### src/rtl/ln_iter.sv
// ln_iter: iterative fixed-point logarithm (natural or base-2).
// Finds the integer part of log2 from the operand MSB, then generates
// fraction bits by repeated squaring of the normalised mantissa, and
// optionally scales the base-2 result by a rounded ln(2) constant.
module ln_iter #(
    parameter int WIDTH = 32,
    parameter int FRAC  = 16,
    parameter int ITERS = FRAC
) (
    input  logic             clk,
    input  logic             rst,
    input  logic             in_valid,
    output logic             in_ready,
    input  logic [WIDTH-1:0] F,
    input  logic             mode,
    output logic             out_valid,
    input  logic             out_ready,
    output logic [WIDTH-1:0] lnF,
    output logic             err
);

    // Mantissa carries one guard fraction bit beyond FRAC during squaring.
    localparam int MF = FRAC + 1;
    localparam int MW = MF + 1;
    // Integer part of log2 spans -FRAC .. WIDTH-1-FRAC; 8 signed bits cover it.
    localparam int KW = 8;
    localparam int CW = $clog2(FRAC + 1);
    localparam int PW = $clog2(WIDTH);
    // Base-2 result is kept wider than WIDTH so k*2^FRAC never wraps.
    localparam int LW = WIDTH + 8;
    // Full-precision width of the ln(2) scaling product.
    localparam int RW = LW + FRAC + 2;

    // ln(2) as a 64-bit binary fraction, rounded to FRAC bits below.
    localparam logic [64:0] LN2_Q64 = 65'h0B17217F7D1CF79AC;
    localparam logic [64:0] LN2_RND = LN2_Q64 + (65'd1 << (63 - FRAC));
    localparam logic [FRAC:0] LN2_Q = LN2_RND[64-FRAC +: FRAC+1];
    localparam logic [WIDTH-1:0] MOST_NEG = {1'b1, {(WIDTH-1){1'b0}}};

    typedef enum logic [2:0] {IDLE, NORM, ITER, SCALE, DONE} state_t;

    state_t                 state_q, state_d;
    logic [WIDTH-1:0]       f_q, f_d;
    logic                   mode_q, mode_d;
    logic signed [KW-1:0]   k_q, k_d;
    logic [MW-1:0]          m_q, m_d;
    logic [FRAC-1:0]        frac_q, frac_d;
    logic [CW-1:0]          cnt_q, cnt_d;
    logic [WIDTH-1:0]       lnf_q, lnf_d;
    logic                   err_q, err_d;
    logic                   out_valid_q, out_valid_d;

    logic [PW-1:0]          msb_idx;
    logic [PW-1:0]          norm_shift;
    logic [MW-1:0]          m_norm;
    logic signed [KW-1:0]   k_norm;
    logic [MW:0]            sq_t;
    logic [MW-1:0]          m_iter;
    logic [FRAC-1:0]        frac_al;
    logic signed [LW-1:0]   l2;
    logic signed [FRAC+1:0] ln2_s;
    logic signed [RW-1:0]   prod;
    logic [RW-1:0]          prod_mag;
    logic [WIDTH-1:0]       ln_mag;
    logic [WIDTH-1:0]       ln_val;
    logic [WIDTH-1:0]       result;
    logic                   f_zero;

    assign in_ready  = (state_q == IDLE);
    assign out_valid = out_valid_q;
    assign lnF       = lnf_q;
    assign err       = err_q;

    // Priority search for the most significant set bit of the operand.
    always_comb begin
        msb_idx = '0;
        for (int i = 0; i < WIDTH; i++) begin
            if (f_q[i]) msb_idx = PW'(i);
        end
    end

    // Normalisation: shift MSB to the top, keep FRAC+1 significant bits.
    assign norm_shift = PW'(WIDTH - 1) - msb_idx;
    assign m_norm     = {(FRAC+1)'((f_q << norm_shift) >> (WIDTH - FRAC - 1)), 1'b0};
    assign k_norm     = KW'(msb_idx) - KW'(FRAC);
    assign f_zero     = (f_q == '0);

    // Squaring step: Q2.MF truncated square, halved when it reaches 2.
    assign sq_t   = (MW+1)'(((2*MW)'(m_q) * (2*MW)'(m_q)) >> MF);
    assign m_iter = sq_t[MW] ? sq_t[MW:1] : sq_t[MW-1:0];

    // Scaling: assemble log2 and multiply by ln(2), rounding half away from zero.
    assign frac_al  = frac_q << (FRAC - ITERS);
    assign l2       = {{(LW-FRAC-KW){k_q[KW-1]}}, k_q, frac_al};
    assign ln2_s    = {1'b0, LN2_Q};
    assign prod     = $signed(RW'(l2)) * $signed(RW'(ln2_s));
    assign prod_mag = prod[RW-1] ? RW'(-prod) : RW'(prod);
    assign ln_mag   = WIDTH'((prod_mag + (RW'(1) << (FRAC - 1))) >> FRAC);
    assign ln_val   = prod[RW-1] ? (WIDTH'(0) - ln_mag) : ln_mag;
    assign result   = f_zero ? MOST_NEG : (mode_q ? WIDTH'(l2) : ln_val);

    // Next-state logic of the control FSM.
    always_comb begin
        state_d = state_q;
        case (state_q)
            IDLE:    if (in_valid) state_d = NORM;
            NORM:    state_d = ITER;
            ITER:    if (cnt_q == CW'(ITERS - 1)) state_d = SCALE;
            SCALE:   state_d = DONE;
            DONE:    if (out_valid_q && out_ready) state_d = IDLE;
            default: state_d = IDLE;
        endcase
    end

    // Datapath register updates selected by the current state.
    always_comb begin
        f_d         = f_q;
        mode_d      = mode_q;
        k_d         = k_q;
        m_d         = m_q;
        frac_d      = frac_q;
        cnt_d       = cnt_q;
        lnf_d       = lnf_q;
        err_d       = err_q;
        out_valid_d = 1'b0;
        case (state_q)
            IDLE: begin
                if (in_valid) begin
                    f_d    = F;
                    mode_d = mode;
                end
            end
            NORM: begin
                k_d    = k_norm;
                m_d    = m_norm;
                frac_d = '0;
                cnt_d  = '0;
            end
            ITER: begin
                m_d    = m_iter;
                frac_d = {frac_q[FRAC-2:0], sq_t[MW]};
                cnt_d  = cnt_q + CW'(1);
            end
            SCALE: begin
                lnf_d = result;
                err_d = f_zero;
            end
            DONE: begin
                // Valid rises one cycle after DONE entry and drops on handshake.
                out_valid_d = !(out_valid_q && out_ready);
            end
            default: ;
        endcase
    end

    // State and datapath registers with asynchronous active-low reset.
    always_ff @(posedge clk or negedge rst) begin
        if (!rst) begin
            state_q     <= IDLE;
            f_q         <= '0;
            mode_q      <= 1'b0;
            k_q         <= '0;
            m_q         <= '0;
            frac_q      <= '0;
            cnt_q       <= '0;
            lnf_q       <= '0;
            err_q       <= 1'b0;
            out_valid_q <= 1'b0;
        end else begin
            state_q     <= state_d;
            f_q         <= f_d;
            mode_q      <= mode_d;
            k_q         <= k_d;
            m_q         <= m_d;
            frac_q      <= frac_d;
            cnt_q       <= cnt_d;
            lnf_q       <= lnf_d;
            err_q       <= err_d;
            out_valid_q <= out_valid_d;
        end
    end

endmodule

### config.mk
export PLATFORM = sky130hd
export DESIGN_NAME = ln_iter
export DESIGN_NICKNAME = d
export VERILOG_FILES = /design/src/rtl/ln_iter.sv
export SDC_FILE = /design/constraint.sdc
export NUM_CORES = 1
export LEC_CHECK = 0
export ABC_AREA = 1
export ABC_CLOCK_PERIOD_IN_PS = 18550
export BUFFER_PORTS_ARGS = -buffer_cell sky130_fd_sc_hd__buf_2
export CORE_MARGIN = 2
export CORE_UTILIZATION = 50
export DETAILED_ROUTE_END_ITERATION = 6
export PLACE_DENSITY_LB_ADDON = 0.1
export SLEW_MARGIN = 10
export SYNTH_ARGS = -nofsm -noshare
export SYNTH_HDL_FRONTEND = slang
export SYNTH_SLANG_ARGS = --single-unit
### constraint.sdc
create_clock -name clk -period 18.55 [get_ports clk]
set_clock_uncertainty 0.1 [all_clocks]
set_input_delay 3.71 -clock clk [delete_from_list [all_inputs] [get_ports clk]]
set_output_delay 3.71 -clock clk [all_outputs]
set_load 0.01 [all_outputs]
==> metrics.md, run 1 <==
| Metric | Value |
|---|---|
| Outcome | `complete, no violations` |
| Share of the synthesized area in the top cell type | `0.283` |
| Deepest level of the CTS H-tree | `4` |
| Main combinational cell family by area after synthesis | `adder cells` |
| Worst hold path depth | `1` |
| ANT nets after route | `0` |
| Synth async-reset ratio | `1.00` |
| Hold WS | `roughly 0.37 ns` |
| Total GRT Usage | `0.270` |
| Setup WS pre-CTS | `9.94 ns` |
| Initial antenna violation count | `1` |
| Worst-Skew Late Latency | `0.45 ns` |
| Synth Area in XOR/XNOR | `0.0263` |
| Nets | `~3900` |
| Placed instance area | `~25000 µm²` |
| Drt first pass iters | `6` |
| Post-synthesis compound-gate area fraction | `0.0740` |
| Synth top area cells | `fa_1 (28%), ha_1 (14%), nand2_1 (12%), dfrtp_1 (12%), inv_1 (12%)` |
| Wire length on met1 | `~31000 µm` |
| Initial Util | `0.506` |
| Adder-Cell Fraction of Synth Area | `0.421` |
| Die Ht | `roughly 220 µm` |
| Worst R2R Path Depth | `37` |
| Die W | `224 µm` |
| Global-route wire length before repair | `roughly 110000 µm` |
| Worst setup EP type | `flip-flop` |
| Commonest non-fill, non-tap cell in the layout | `nand2_1` |
| Root Buffer Master | `clkbuf_16` |
| Simple-gate portion of the synthesized area | `0.226` |
| Die area | `50000 µm²` |
| Synth Net Count | `3859` |
| Post-CTS Setup Inserts | `0` |
| Crit path max-delay cell type | `dfrtp_1` |
| Part of the cycle the worst path needs | `0.471` |
| Post-synthesis sequential area ratio | `0.118` |
| Ys flop type | `dfrtp_1` |
| Routed wl met2 | `29000 µm` |
| Crit path kind | `reg -> reg` |
| Fraction of layout cells with a size suffix above 1 | `0.0638` |
| Arrival time at the worst endpoint | `about 9 ns` |
| Vias per Instance | `between 5 and 6` |
| CTS Sinks | `between 100 and 150` |
| Final slew viol count | `0` |
| Synth Instances | `roughly 3200` |
| Hold Buf Count CTS | `0` |
| WP buf/inv | `7` |
| I/O Buffers | `71` |
| Max Cap Viol | `0` |
| Number of synthesis warnings | `0` |
| Design Area, Final | `roughly 26000 µm²` |
| Data required, critical path | `~19 ns` |
| CTS max path bufs | `2` |
| Grt total ovfl | `0` |
| PostCTS Resize Cnt | `0` |
| Fillers | `4694` |
| EDFF count, synth | `0` |
| N_diodes | `0` |
| WL final | `64400 µm` |
| Io pins | `slightly above 70` |
| Critical path fanouts, max | `19` |
| Crit path top cell by count | `nand2_1` |
| Final Hold Viols | `0` |
| Post-layout min period | `slightly below 9 ns` |
| Met3 wire length | `roughly 3500 µm` |
| Endpoints failing setup | `0` |
| Top cell family by delay on the critical path | `adder cells` |
| DRT iter0 DRCs | `1626` |
| #FFs+latches synth | `114` |
| CTS tree | `done` |
| HPWL Detailed | `53600 µm` |
| RSZ-0062 raised after global routing | `false` |
| TNS Setup | `0 ns` |
| Yosys top cell by area | `fa_1` |
| Commonest cells after routing, fill and taps aside | `nand2_1 (772), inv_1 (741), fa_1 (341)` |
| Library cells used by synthesis | `between 50 and 60` |
| Synthesized area | `about 24000 µm²` |
| P&R area growth vs syn | `6.29%` |
| Crit-path max cell delay | `0.91 ns` |
| Reg clk slew, reported paths | `0.06 ns` |
| Relative slew slack | `0.230` |
| Vias | `roughly 20000` |
| # rows | `80` |
| Multiplexer area fraction after synthesis | `0.000934` |
| Core Area | `approximately 48000 µm²` |
| Crit. path cell count | `37` |
| Wirelength per Cell | `16.7 µm` |
| Fmax | `about 0.11 GHz` |
| Synth Area per Inst | `around 7.5 µm²` |
| Total CTS buffers | `17` |
| Vias in the first global route | `between 20000 and 25000` |
| Sequential Area | `approximately 2900 µm²` |
| Area occupied by multi-input gates | `18000 µm²` |
| Residual DRC | `0` |
| Largest net degree at the start of global routing | `72` |
| Actual slew at the worst max-slew pin | `~1.1 ns` |
| DR top layer | `met4` |
| Final worst setup slack | `a little under 10 ns` |
| Gp weighted congestion | `around 0.92` |
| Startpoint types | `flip-flop` |
| Hold Crit Class | `reg -> reg` |
## cells in the mapped netlist, drive strengths merged (3+ instances only)
master,n
a211oi,5
a21o,5
a21oi,125
a31oi,3
a32o,11
and2,3
buf,22
clkbuf,74
clkinv,6
dfrtp,114
fa,341
ha,265
inv,755
nand2,782
nand3,225
nand3b,18
nand4,20
nor2,183
nor3,24
nor4,7
o211ai,22
o21a,3
o21ai,95
o21bai,4
o22ai,17
or2,10
xnor2,31
xor2,35
## path summary, 6_finish.rpt
check / slack, ns / endpoint / from
setup / recovery: 9.82 / m_q[5] / m_q[3]
hold / removal: 0.37 / cnt_q[3] / cnt_q[3]
setup reg to reg: 9.82 / m_q[5] / m_q[3]
hold reg to reg: 0.37 / cnt_q[3] / cnt_q[3]
max in group asynchronous: 13.80 / f_q[8] / rst
min in group asynchronous: 3.19 / lnF[22] / rst
## metrics by stage
step,util,std cells
2_1_floorplan,-,3216
3_3_place_gp,0.525,3825
4_1_cts,0.538,3857
3_5_place_dp,0.525,3825
5_1_grt,0.538,3857
6_report,0.538,3857
## layer usage
layer	track usage	up-vias
li1	-	9852
met1	0.397	9886
met2	0.429	517
met3	0.0408	51
met4	0.0430	0
met5	0	-
## state kept, by name (all words and copies together), names as in the netlist
name / count
cnt_q: 5
err: 1
f_q: 32
frac_al: 16
k_q: 5
lnF: 32
m_q: 18
mode_q: 1
out_valid: 1
state_q: 3
## cell families after synthesis
logic type,Yosys count
AOI/OAI and AO/OA,299
xor gates and xnor gates,66
adders and majority gates,606
buffers and inverters,857
DFF,114
muxes,2
and+or+nand+nor,1272
## cell type report
class,count,area share
tap,615,0.0300
inverter,761,0.111
multi-input combinational,2245,0.704
clock buffer,25,0.0197
sequential,114,0.111
clock inverter,7,0.00381
timing repair buffer,90,0.0195
## worst register-to-register path: cells and delay by family (launching register included)
family	cells	cell delay, ns
AO/OA/AOI/OAI	7	1.27
flip-flops	1	0.91
buffers and inverters	7	0.85
adder cells (fa/ha/maj)	7	3.33
AND/OR/NAND/NOR	16	2.20
Power of run 1 is left out: the tool's default activity adds up to more than one toggle a clock period on the data nets, which glitch-free logic cannot reach.
==> run 2: changes to the inputs <==
- ABC_AREA: 1 -> 0
- ABC_CLOCK_PERIOD_IN_PS: 18550 -> 7100
- clock period: 18.55 -> 7.1 ns (I/O delays scaled with it)
==> metrics.md, run 2 <==
| Metric | Value |
|---|---|
| Total GRT Usage | `0.302 (+0.0319)` |
| Largest net degree at the start of global routing | `66 (-8.3%)` |
| Crit path kind | `reg -> reg` |
| Vias | `23100 (+14%)` |
| Wirelength per Cell | `19.2 µm (+15%)` |
| Synth Net Count | `3419 (-11%)` |
| # rows | `81 (+1.3%)` |
| Synthesized area | `25000 µm² (+3.8%)` |
| Crit path max-delay cell type | `fa_1` |
| Hold Buf Count CTS | `0 (unchanged)` |
| Die Ht | `228 µm (+1.8%)` |
| Deepest level of the CTS H-tree | `4 (unchanged)` |
| TNS Setup | `-25.68 ns (-25.68 ns)` |
| Critical path fanouts, max | `6 (-13)` |
| Die area | `51800 µm² (+3.7%)` |
| Fillers | `3948 (-16%)` |
| Reg clk slew, reported paths | `0.06 ns (about the same)` |
| Part of the cycle the worst path needs | `1.13 (+0.655)` |
| Final worst setup slack | `-0.896 ns (-10.71 ns)` |
| Die W | `228 µm (+1.8%)` |
| Outcome | `finished with violations` |
| HPWL Detailed | `63000 µm (+18%)` |
| Initial Util | `0.509 (+0.00314)` |
| Fraction of layout cells with a size suffix above 1 | `0.349 (+0.285)` |
| Startpoint types | `flip-flop` |
| Fmax | `0.125 GHz (+9.2%)` |
| Global-route wire length before repair | `125000 µm (+17%)` |
| N_diodes | `0 (unchanged)` |
| Max Cap Viol | `0 (unchanged)` |
| Post-layout min period | `8.00 ns (-0.737 ns)` |
| Synth Area in XOR/XNOR | `0.0368 (+0.0105)` |
| Sequential Area | `2880 µm² (+1.1%)` |
| Synth Area per Inst | `9.01 µm² (+20%)` |
| Gp weighted congestion | `0.921 (about the same)` |
| Post-synthesis compound-gate area fraction | `0.146 (+0.0722)` |
| RSZ-0062 raised after global routing | `true` |
| Library cells used by synthesis | `123 (+120%)` |
| Core Area | `49200 µm² (+3.2%)` |
| ANT nets after route | `0 (unchanged)` |
| Crit-path max cell delay | `0.52 ns (-0.39 ns)` |
| Residual DRC | `0 (unchanged)` |
| P&R area growth vs syn | `35.4%` |
| Total CTS buffers | `17 (unchanged)` |
| Failing checks | `setup timing` |
| Top post-synthesis cells by count | `inv_1 (526), fa_1 (341), ha_1 (265)` |
| Main combinational cell family by area after synthesis | `adder cells` |
| Synth async-reset ratio | `1.00 (unchanged)` |
| Yosys top cell by area | `fa_1` |
| #FFs+latches synth | `114 (unchanged)` |
| Setup WS pre-CTS | `-1.18 ns (-11.11 ns)` |
| Area occupied by multi-input gates | `21800 µm² (+21%)` |
| Final Hold Viols | `0 (unchanged)` |
| CTS tree | `done` |
| Synth top area cells | `fa_1 (27%), ha_1 (13%), dfrtp_1 (11%), inv_1 (7.9%), mux2i_1 (3.4%)` |
| Synth Instances | `2776 (-14%)` |
| Hold Crit Class | `reg -> reg` |
| CTS Sinks | `114 (unchanged)` |
| Arrival time at the worst endpoint | `8.23 ns (-0.79 ns)` |
| Commonest non-fill, non-tap cell in the layout | `buf_4` |
| CTS max path bufs | `2 (unchanged)` |
| Worst setup EP type | `flip-flop` |
| Worst-Skew Late Latency | `0.45 ns (about the same)` |
| Final slew viol count | `0 (unchanged)` |
| Share of the synthesized area in the top cell type | `0.273 (-0.0104)` |
| Commonest cells after routing, fill and taps aside | `buf_4 (604), inv_1 (505), fa_1 (333)` |
| Relative slew slack | `0.111 (-0.118)` |
| Actual slew at the worst max-slew pin | `1.33 ns (+0.180 ns)` |
| Endpoints failing setup | `49 (+49)` |
| Drt first pass iters | `6 (unchanged)` |
| Nets | `4083 (+5.4%)` |
| Post-synthesis sequential area ratio | `0.114 (-0.00434)` |
| EDFF count, synth | `0 (unchanged)` |
| Ys flop type | `dfrtp_1` |
| Count leader, synth | `inv_1` |
| Initial antenna violation count | `1 (unchanged)` |
| Data required, critical path | `7.33 ns (-11.50 ns)` |
| WL final | `79100 µm (+23%)` |
| Crit path top cell by count | `buf_4` |
| Io pins | `72 (unchanged)` |
| DRT iter0 DRCs | `1521 (-6.5%)` |
| Grt total ovfl | `0 (unchanged)` |
| Number of synthesis warnings | `0 (unchanged)` |
| Adder-Cell Fraction of Synth Area | `0.405 (-0.0154)` |
| Vias in the first global route | `23800 (+15%)` |
| Root Buffer Master | `clkbuf_16` |
| Multiplexer area fraction after synthesis | `0.0534 (+0.0525)` |
| Simple-gate portion of the synthesized area | `0.148 (-0.0779)` |
| I/O Buffers | `71 (unchanged)` |
| Vias per Instance | `5.60 (+6.4%)` |
[run 2: cell types whose count changed after synthesis, moves of 18 or more]
cell / delta
nor3_1: +31
nor2_1: -33
and2_1: +81
a21oi_1: -31
mux2_2: +42
nand2b_1: +20
mux2i_1: +84
nand2_1: -565
nand3_1: -174
inv_1: -215
and3_1: +18
xnor2_1: +28
[run 2: final timing paths]
| kind | startpoint | end | slack (ns) | cells past startpoint |
|---|---|---|---|---|
| hold reg to reg | lnF[28] | lnF[28] | 0.37 | 2 |
| setup reg to reg | frac_al[10] | lnF[15] | -0.90 | 33 |
| hold / removal | lnF[28] | lnF[28] | 0.37 | 2 |
| min in group asynchronous | rst | f_q[15] | 0.89 | 1 |
| max in group asynchronous | rst | k_q[1] | 4.63 | 2 |
| setup / recovery | frac_al[10] | lnF[15] | -0.90 | 33 |
[run 2: cell families after synthesis]
| logic type | count (synthesis) |
|---|---|
| adders and majority gates | 606 |
| AOI/OAI and AO/OA | 494 |
| DFF | 114 |
| xor gates and xnor gates | 98 |
| muxes | 128 |
| and+or+nand+nor | 705 |
| buffers and inverters | 631 |
[run 2: timing repair]
action	CTS	global route
setup endpoints to repair	50	50
endpoints found under the hold margin	0	0
setup buffers	65	55
pin swaps	173	140
gates cloned	1	1
resized for setup	233	191
[run 2: per-layer routing]
metal,part of all wire,track usage,vias up
li1,-,-,10600
met4,0.020,0.0633,0
met1,0.45,0.433,11600
met2,0.47,0.489,741
met3,0.062,0.0400,95
met5,0,0,-
[run 2: worst max-delay path: cells and delay by family (launching register included)]
kind,cells,cell delay (ns)
adder cells (fa/ha/maj),7,2.96
AO/OA/AOI/OAI,10,2.04
buffers and inverters,10,1.19
AND/OR/NAND/NOR,4,0.69
XOR/XNOR,2,0.47
flip-flops,1,0.45
[run 2: metrics by stage]
step	area (µm²)	hold slack, ns	utilization	cells
final	33900	0.371	0.689	4117
after global routing	33900	0.398	0.689	4117
after CTS	32600	0.381	0.663	4066
after detailed placement	30400	0.362	0.618	3975
after global placement	30400	0.355	0.618	3975
after floorplan	25300	0.349	-	2776
[run 2: layout make-up]
type                            instances  area share
Inverter                              529      0.0587
Timing Repair Buffer                  747       0.173
Clock buffer                           18      0.0130
Clock inverter                         14     0.00425
Sequential cell                       114      0.0851
Tap cell                              664      0.0245
Multi-Input combinational cell       2031       0.642
Power of run 2 is left out for the same reason.
